[src/rtl/mem_pkg.sv]
// Shared definitions for the memory-access stage: size codes, FSM encoding
// and the alignment rule shared with the pipelined CPU.
package mem_pkg;

    localparam logic [1:0] SZ_NONE = 2'b00;
    localparam logic [1:0] SZ_WORD = 2'b01;
    localparam logic [1:0] SZ_HALF = 2'b10;
    localparam logic [1:0] SZ_BYTE = 2'b11;

    localparam logic [1:0] ST_IDLE   = 2'd0;
    localparam logic [1:0] ST_ACCESS = 2'd1;
    localparam logic [1:0] ST_RESP   = 2'd2;

    // Size code 00 is never legal; halves need even and words quad-aligned addresses.
    function automatic logic isAligned(input logic [1:0] size, input logic [1:0] offset);
        case (size)
            SZ_WORD: return (offset == 2'b00);
            SZ_HALF: return (offset[0] == 1'b0);
            SZ_BYTE: return 1'b1;
            default: return 1'b0;
        endcase
    endfunction

endpackage

[src/rtl/load_extract.sv]
// Big-endian lane extraction and sign/zero extension of a 32-bit memory word.
module load_extract
    import mem_pkg::*;
(
    input  logic [31:0] memWord_i,
    input  logic [1:0]  offset_i,
    input  logic [1:0]  size_i,
    input  logic        unsigned_i,
    output logic [31:0] data_o
);

    logic [7:0]  byteSel;
    logic [15:0] halfSel;

    // Lane 0 sits in the most significant byte of the word.
    always_comb begin
        byteSel = 8'h00;
        halfSel = 16'h0000;
        data_o  = memWord_i;
        case (offset_i)
            2'd0:    byteSel = memWord_i[31:24];
            2'd1:    byteSel = memWord_i[23:16];
            2'd2:    byteSel = memWord_i[15:8];
            default: byteSel = memWord_i[7:0];
        endcase
        halfSel = offset_i[1] ? memWord_i[15:0] : memWord_i[31:16];
        case (size_i)
            SZ_BYTE: data_o = {{24{~unsigned_i & byteSel[7]}}, byteSel};
            SZ_HALF: data_o = {{16{~unsigned_i & halfSel[15]}}, halfSel};
            default: data_o = memWord_i;
        endcase
    end

endmodule

[src/rtl/mem_access_unit.sv]
// Memory-stage sequencer: request handshake, alignment check, memory access, load extraction.
// Optional MEM_RANGE_CHECK_EN makes addresses beyond the 8 KB space raise an address error.
module mem_access_unit
    import mem_pkg::*;
#(
    parameter int ADDR_W      = 13,
    parameter int WAIT_CYCLES = 1
) (
    input  logic              clk,
    input  logic              rst,
    input  logic              req_valid,
    output logic              req_ready,
    input  logic              req_we,
    input  logic [1:0]        req_size,
    input  logic              req_unsigned,
    input  logic [31:0]       req_addr,
    input  logic [31:0]       req_wdata,
    output logic              resp_valid,
    input  logic              resp_ready,
    output logic [31:0]       resp_rdata,
    output logic              resp_err,
    output logic              mem_wena,
    output logic [1:0]        mem_wbh,
    output logic [ADDR_W-1:0] mem_addr,
    output logic [31:0]       mem_wdata,
    input  logic [31:0]       mem_rdata
);

`ifdef MEM_RANGE_CHECK_EN
    localparam logic RANGE_CHECK = 1'b1;
`else
    localparam logic RANGE_CHECK = 1'b0;
`endif

    localparam logic [3:0] CNT_INIT = 4'(WAIT_CYCLES - 1);

    logic [1:0]        state_q, state_d;
    logic [3:0]        cnt_q, cnt_d;
    logic              memWena_q, memWena_d;
    logic [1:0]        memWbh_q, memWbh_d;
    logic [ADDR_W-1:0] memAddr_q, memAddr_d;
    logic [31:0]       memWdata_q, memWdata_d;
    logic              respValid_q, respValid_d;
    logic [31:0]       respRdata_q, respRdata_d;
    logic              respErr_q, respErr_d;
    logic              isStore_q, isStore_d;
    logic [1:0]        size_q, size_d;
    logic              unsigned_q, unsigned_d;

    logic              upperNonZero;
    logic              reqLegal;
    logic [31:0]       loadData;

    load_extract u_extract (
        .memWord_i  (mem_rdata),
        .offset_i   (memAddr_q[1:0]),
        .size_i     (size_q),
        .unsigned_i (unsigned_q),
        .data_o     (loadData)
    );

    assign upperNonZero = |req_addr[31:ADDR_W];
    assign reqLegal     = isAligned(req_size, req_addr[1:0]) && !(RANGE_CHECK && upperNonZero);

    always_comb begin
        state_d     = state_q;
        cnt_d       = cnt_q;
        memWena_d   = 1'b0;
        memWbh_d    = memWbh_q;
        memAddr_d   = memAddr_q;
        memWdata_d  = memWdata_q;
        respValid_d = respValid_q;
        respRdata_d = respRdata_q;
        respErr_d   = respErr_q;
        isStore_d   = isStore_q;
        size_d      = size_q;
        unsigned_d  = unsigned_q;
        case (state_q)
            ST_IDLE: begin
                if (req_valid) begin
                    if (reqLegal) begin
                        state_d    = ST_ACCESS;
                        cnt_d      = CNT_INIT;
                        memWena_d  = req_we;
                        memWbh_d   = req_we ? req_size : SZ_WORD;
                        memAddr_d  = req_addr[ADDR_W-1:0];
                        memWdata_d = req_wdata;
                        isStore_d  = req_we;
                        size_d     = req_size;
                        unsigned_d = req_unsigned;
                    end else begin
                        // Illegal requests bypass memory entirely, leaving its signals untouched.
                        state_d     = ST_RESP;
                        respValid_d = 1'b1;
                        respErr_d   = 1'b1;
                        respRdata_d = 32'h0;
                    end
                end
            end
            ST_ACCESS: begin
                if (cnt_q == 4'd0) begin
                    state_d     = ST_RESP;
                    respValid_d = 1'b1;
                    respErr_d   = 1'b0;
                    respRdata_d = isStore_q ? 32'h0 : loadData;
                end else begin
                    cnt_d = cnt_q - 4'd1;
                end
            end
            ST_RESP: begin
                if (resp_ready) begin
                    state_d     = ST_IDLE;
                    respValid_d = 1'b0;
                    respRdata_d = 32'h0;
                    respErr_d   = 1'b0;
                end
            end
            default: state_d = ST_IDLE;
        endcase
    end

    always_ff @(posedge clk) begin
        if (rst) begin
            state_q     <= ST_IDLE;
            cnt_q       <= 4'd0;
            memWena_q   <= 1'b0;
            memWbh_q    <= 2'b00;
            memAddr_q   <= '0;
            memWdata_q  <= 32'h0;
            respValid_q <= 1'b0;
            respRdata_q <= 32'h0;
            respErr_q   <= 1'b0;
            isStore_q   <= 1'b0;
            size_q      <= SZ_NONE;
            unsigned_q  <= 1'b0;
        end else begin
            state_q     <= state_d;
            cnt_q       <= cnt_d;
            memWena_q   <= memWena_d;
            memWbh_q    <= memWbh_d;
            memAddr_q   <= memAddr_d;
            memWdata_q  <= memWdata_d;
            respValid_q <= respValid_d;
            respRdata_q <= respRdata_d;
            respErr_q   <= respErr_d;
            isStore_q   <= isStore_d;
            size_q      <= size_d;
            unsigned_q  <= unsigned_d;
        end
    end

    assign req_ready  = (state_q == ST_IDLE) && !rst;
    assign resp_valid = respValid_q;
    assign resp_rdata = respRdata_q;
    assign resp_err   = respErr_q;
    assign mem_wena   = memWena_q;
    assign mem_wbh    = memWbh_q;
    assign mem_addr   = memAddr_q;
    assign mem_wdata  = memWdata_q;

endmodule

[config.mk]
export PLATFORM = sky130hd
export DESIGN_NAME = mem_access_unit
export DESIGN_NICKNAME = d
export VERILOG_FILES = /design/src/rtl/mem_pkg.sv /design/src/rtl/load_extract.sv /design/src/rtl/mem_access_unit.sv
export SDC_FILE = /design/constraint.sdc
export NUM_CORES = 1
export LEC_CHECK = 0
export BUFFER_PORTS_ARGS = -buffer_cell sky130_fd_sc_hd__buf_2
export CAP_MARGIN = 40
export CORE_UTILIZATION = 47
export DETAILED_ROUTE_END_ITERATION = 8
export MAX_ROUTING_LAYER = met4
export PLACE_DENSITY = 0.85
export RECOVER_POWER = 25
export REMOVE_ABC_BUFFERS = 1
export SLEW_MARGIN = 15
export SYNTH_ARGS = -nofsm -noshare
export SYNTH_HDL_FRONTEND = slang
export SYNTH_SLANG_ARGS = --single-unit
[constraint.sdc]
create_clock -name clk -period 3.3 [get_ports clk]
set_input_delay 0.33 -clock clk [delete_from_list [all_inputs] [get_ports clk]]
set_output_delay 0.33 -clock clk [all_outputs]
set_load 0.05 [all_outputs]
==> results.cfg <==
[status]
status = finished clean

[synth]
synth_area_leaders = dfxtp_1 45%, mux2i_1 14%, nor2_1 5.9%, a22o_1 4.8%, o21ai_0 4.1%
syn_avg_cell_area_um2 = 9.23
synth_area_um2 = 4050
ys.warnings.count = 0
synthCells = 439
synth_top_area_share_pct = 45.4
yosysTopAreaCell = dfxtp_1
yosys.cell_types.count = 44
synth-seq-cells = 92
seq_area_frac_synth_pct = 45.4

[floorplan]
core_area_um2 = 8300
io-pin-count = 187
dieArea_um2 = 9000
initial_core_util_pct = 48.8
fp.dieH_um = 94.9
placementRows = 33
die_w_um = 94.9

[power_and_ir_drop]
vdd_ir_drop_max_uv = 295
p_per_area_nw_per_um2 = 517
leakage_nw = 2.26

[clock_network]
clock_latency_ns = 0.35
cts_sinks = 92
cts_root_buffer = clkbuf_8
clk_pin_slew_ns = 0.10
holdBufCountCts = 0
cts_setup_buffers = 0
numCtsBuffers = 9
clock_path_buffers = 2
post_cts_resized = 0
tritoncts = done
h-tree-depth = 3

[global_route]
overflow = 0
grt_pass1_vias = 3422
grt_pass1_wl_mm = 15.6
antenna_found_initial = 0
track_usage_pct = 22.6
grt_max_degree = 55

[worst_setup_path]
worstRegToRegCells = 8
cp-start-kind = flop
end_kind = flop
cp_max_fo = 25
criticalPathCategory = flop to flop
worstReg2RegEnd = resp_rdata[31]$_SDFFE_PP0P_
r2r-start = cnt_q[0]$_SDFFE_PP0P_
crit_required_ns = 3.54
r2r_slack_ns = 0.73
arrival_ns = 2.81

[timing]
tightest_slew_ns = 0.834
period_share_pct = 77.8
finalSetupViolCount = 0
fmaxAchievable_mhz = 389
rsz0062_at_grt = no
hold_ws_ns = 0.210
hold_violations = 0
relSlewSlack_pct = 44.0
period_needed_ns = 2.57
drv_slew = 0
fin_skew_ns = 0.0104
tns_ns = 0

[detailed_routing]
routedWlPerCell_um = 14.1
drt-initial-drc-count = 138
drt_pass1_iterations = 5
viasPerCell = 5.26
wl_mm = 9.94
drtAntennaViolNets = 0
drc_errors = 0
vias = 3701

[min_path]
worstHoldStart = req_wdata[5]
hp-class = primary input to flop
whs_endpoint = mem_wdata[5]$_SDFFE_PP0P_
hold-path-cell-count = 3

[finish]
mostFrequentLayoutCells = 124 x buf_2, 92 x dfxtp_1, 64 x nor2_1, 57 x mux2i_1, 43 x clkbuf_1
final_cells = 703
num_antenna_cells = 0
area_growth_pct = 25.8
final_common_cell = buf_2
fin_nets = 703
drive_gt1_share_pct = 26.3
final_cell_area_um2 = 5100
utilization_pct = 61.5

[flow_run]
maxCapViolCount = 0

[place]
place_congestion = 0.878
place_area_um2 = 4950
port_buffers = 167
hpwl_mm = 7.45
place_inst = 687
report_power, final:
group	switching (mW)	internal, mW	total [mW]
Combinational	0.445	0.201	0.646
Clock	0.407	0.378	0.786
Sequential	0.0374	1.17	1.21
Total	0.890	1.75	2.64
layout make-up:
class | count | area, µm²
Clock buffer | 10 | 138
Clock inverter | 6 | 70.1
Fill cell | 695 | 3200
Inverter | 35 | 131
Multi-Input combinational cell | 282 | 1950
Sequential cell | 92 | 1840
Tap cell | 105 | 131
Timing Repair Buffer | 173 | 840
cell usage after synthesis:
cell       instances
o311ai_0           1
nand3_1            2
a2111oi_4          1
a22o_1            22
o2111a_1           1
nor2b_1            5
o211ai_2           1
mux2i_1           57
a211o_1            7
nor3_1             1
o21ai_0           33
nand3b_4           1
mux2_2             2
or4b_2             1
buf_6              3
ha_1               6
o32a_1             1
nand2_1           26
or3b_4             1
o2bb2ai_1          2
dfxtp_1           92
a311oi_1           2
buf_1              1
a21oi_1           13
o21ai_1            2
inv_1             35
o22ai_1            7
nor2_1            64
o21a_1             1
a32oi_1            7
nor3_2             1
a32o_1             1
and3b_1            1
or3_1              1
clkbuf_1          20
buf_2              6
o22a_1             1
o221ai_1           1
nand4b_1           1
a31oi_1            1
a221oi_4           1
nand2b_1           3
and2_1             2
or2_2              1
per-layer routing:
metal / track usage (%) / part of all wire [%]
met1: 27.0 / 43
met2: 37.8 / 47
met3: 5.15 / 8.8
met4: 7.07 / 1.5
met5: - / 0
worst max-delay path by stage:
stage / start / end / slack, ns / cells past startpoint
after CTS: cnt_q[0]$_SDFFE_PP0P_ / resp_rdata[31]$_SDFFE_PP0P_ / 0.72 / 8
after floorplan: state_q[0]$_SDFFE_PP0P_ / mem_wbh[0]$_SDFFE_PP0P_ / -1.74 / 5
after global placement: cnt_q[0]$_SDFFE_PP0P_ / resp_rdata[12]$_SDFFE_PP0P_ / 0.85 / 8
final: cnt_q[0]$_SDFFE_PP0P_ / resp_rdata[31]$_SDFFE_PP0P_ / 0.73 / 8
after detailed placement: cnt_q[0]$_SDFFE_PP0P_ / resp_rdata[31]$_SDFFE_PP0P_ / 0.73 / 8
after global routing: cnt_q[0]$_SDFFE_PP0P_ / resp_rdata[31]$_SDFFE_PP0P_ / 0.54 / 8
worst max-delay path, stage by stage, from the launching register on:
cell and delay (ns):
dfxtp_1 0.33, inv_1 0.10, ha_1 0.17, or3b_4 0.41
a221oi_4 0.40, o211ai_2 0.33, nor2b_1 0.23, buf_4 0.24
a22o_1 0.26
logic make-up (layout without fill, tap and decap cells):
kind of cell / after synthesis / in the layout / synth area share, %
multiplexers: 59 / 59 / 14.6
buffers and inverters: 65 / 224 / 6.76
AND/OR/NAND/NOR: 111 / 111 / 12.3
flip-flops: 92 / 92 / 45.4
adder cells (fa/ha/maj): 6 / 6 / 1.85
AO/OA/AOI/OAI: 106 / 106 / 19.0
metrics by stage:
step,total power [mW],worst slack [ns]
after CTS,2.67,0.718
after global routing,2.76,0.542
after detailed placement,1.88,0.734
final,2.64,0.733
after global placement,1.86,0.854
after floorplan,1.70,-1.74
registers in the layout, summed over array words and instances (netlist names), 2 cells and up:
register / count
mem_wbh: 2
size_q: 2
mem_addr: 13
cnt_q: 4
mem_wdata: 32
state_q: 2
resp_rdata: 32
Power figures use the tool's default switching activity.
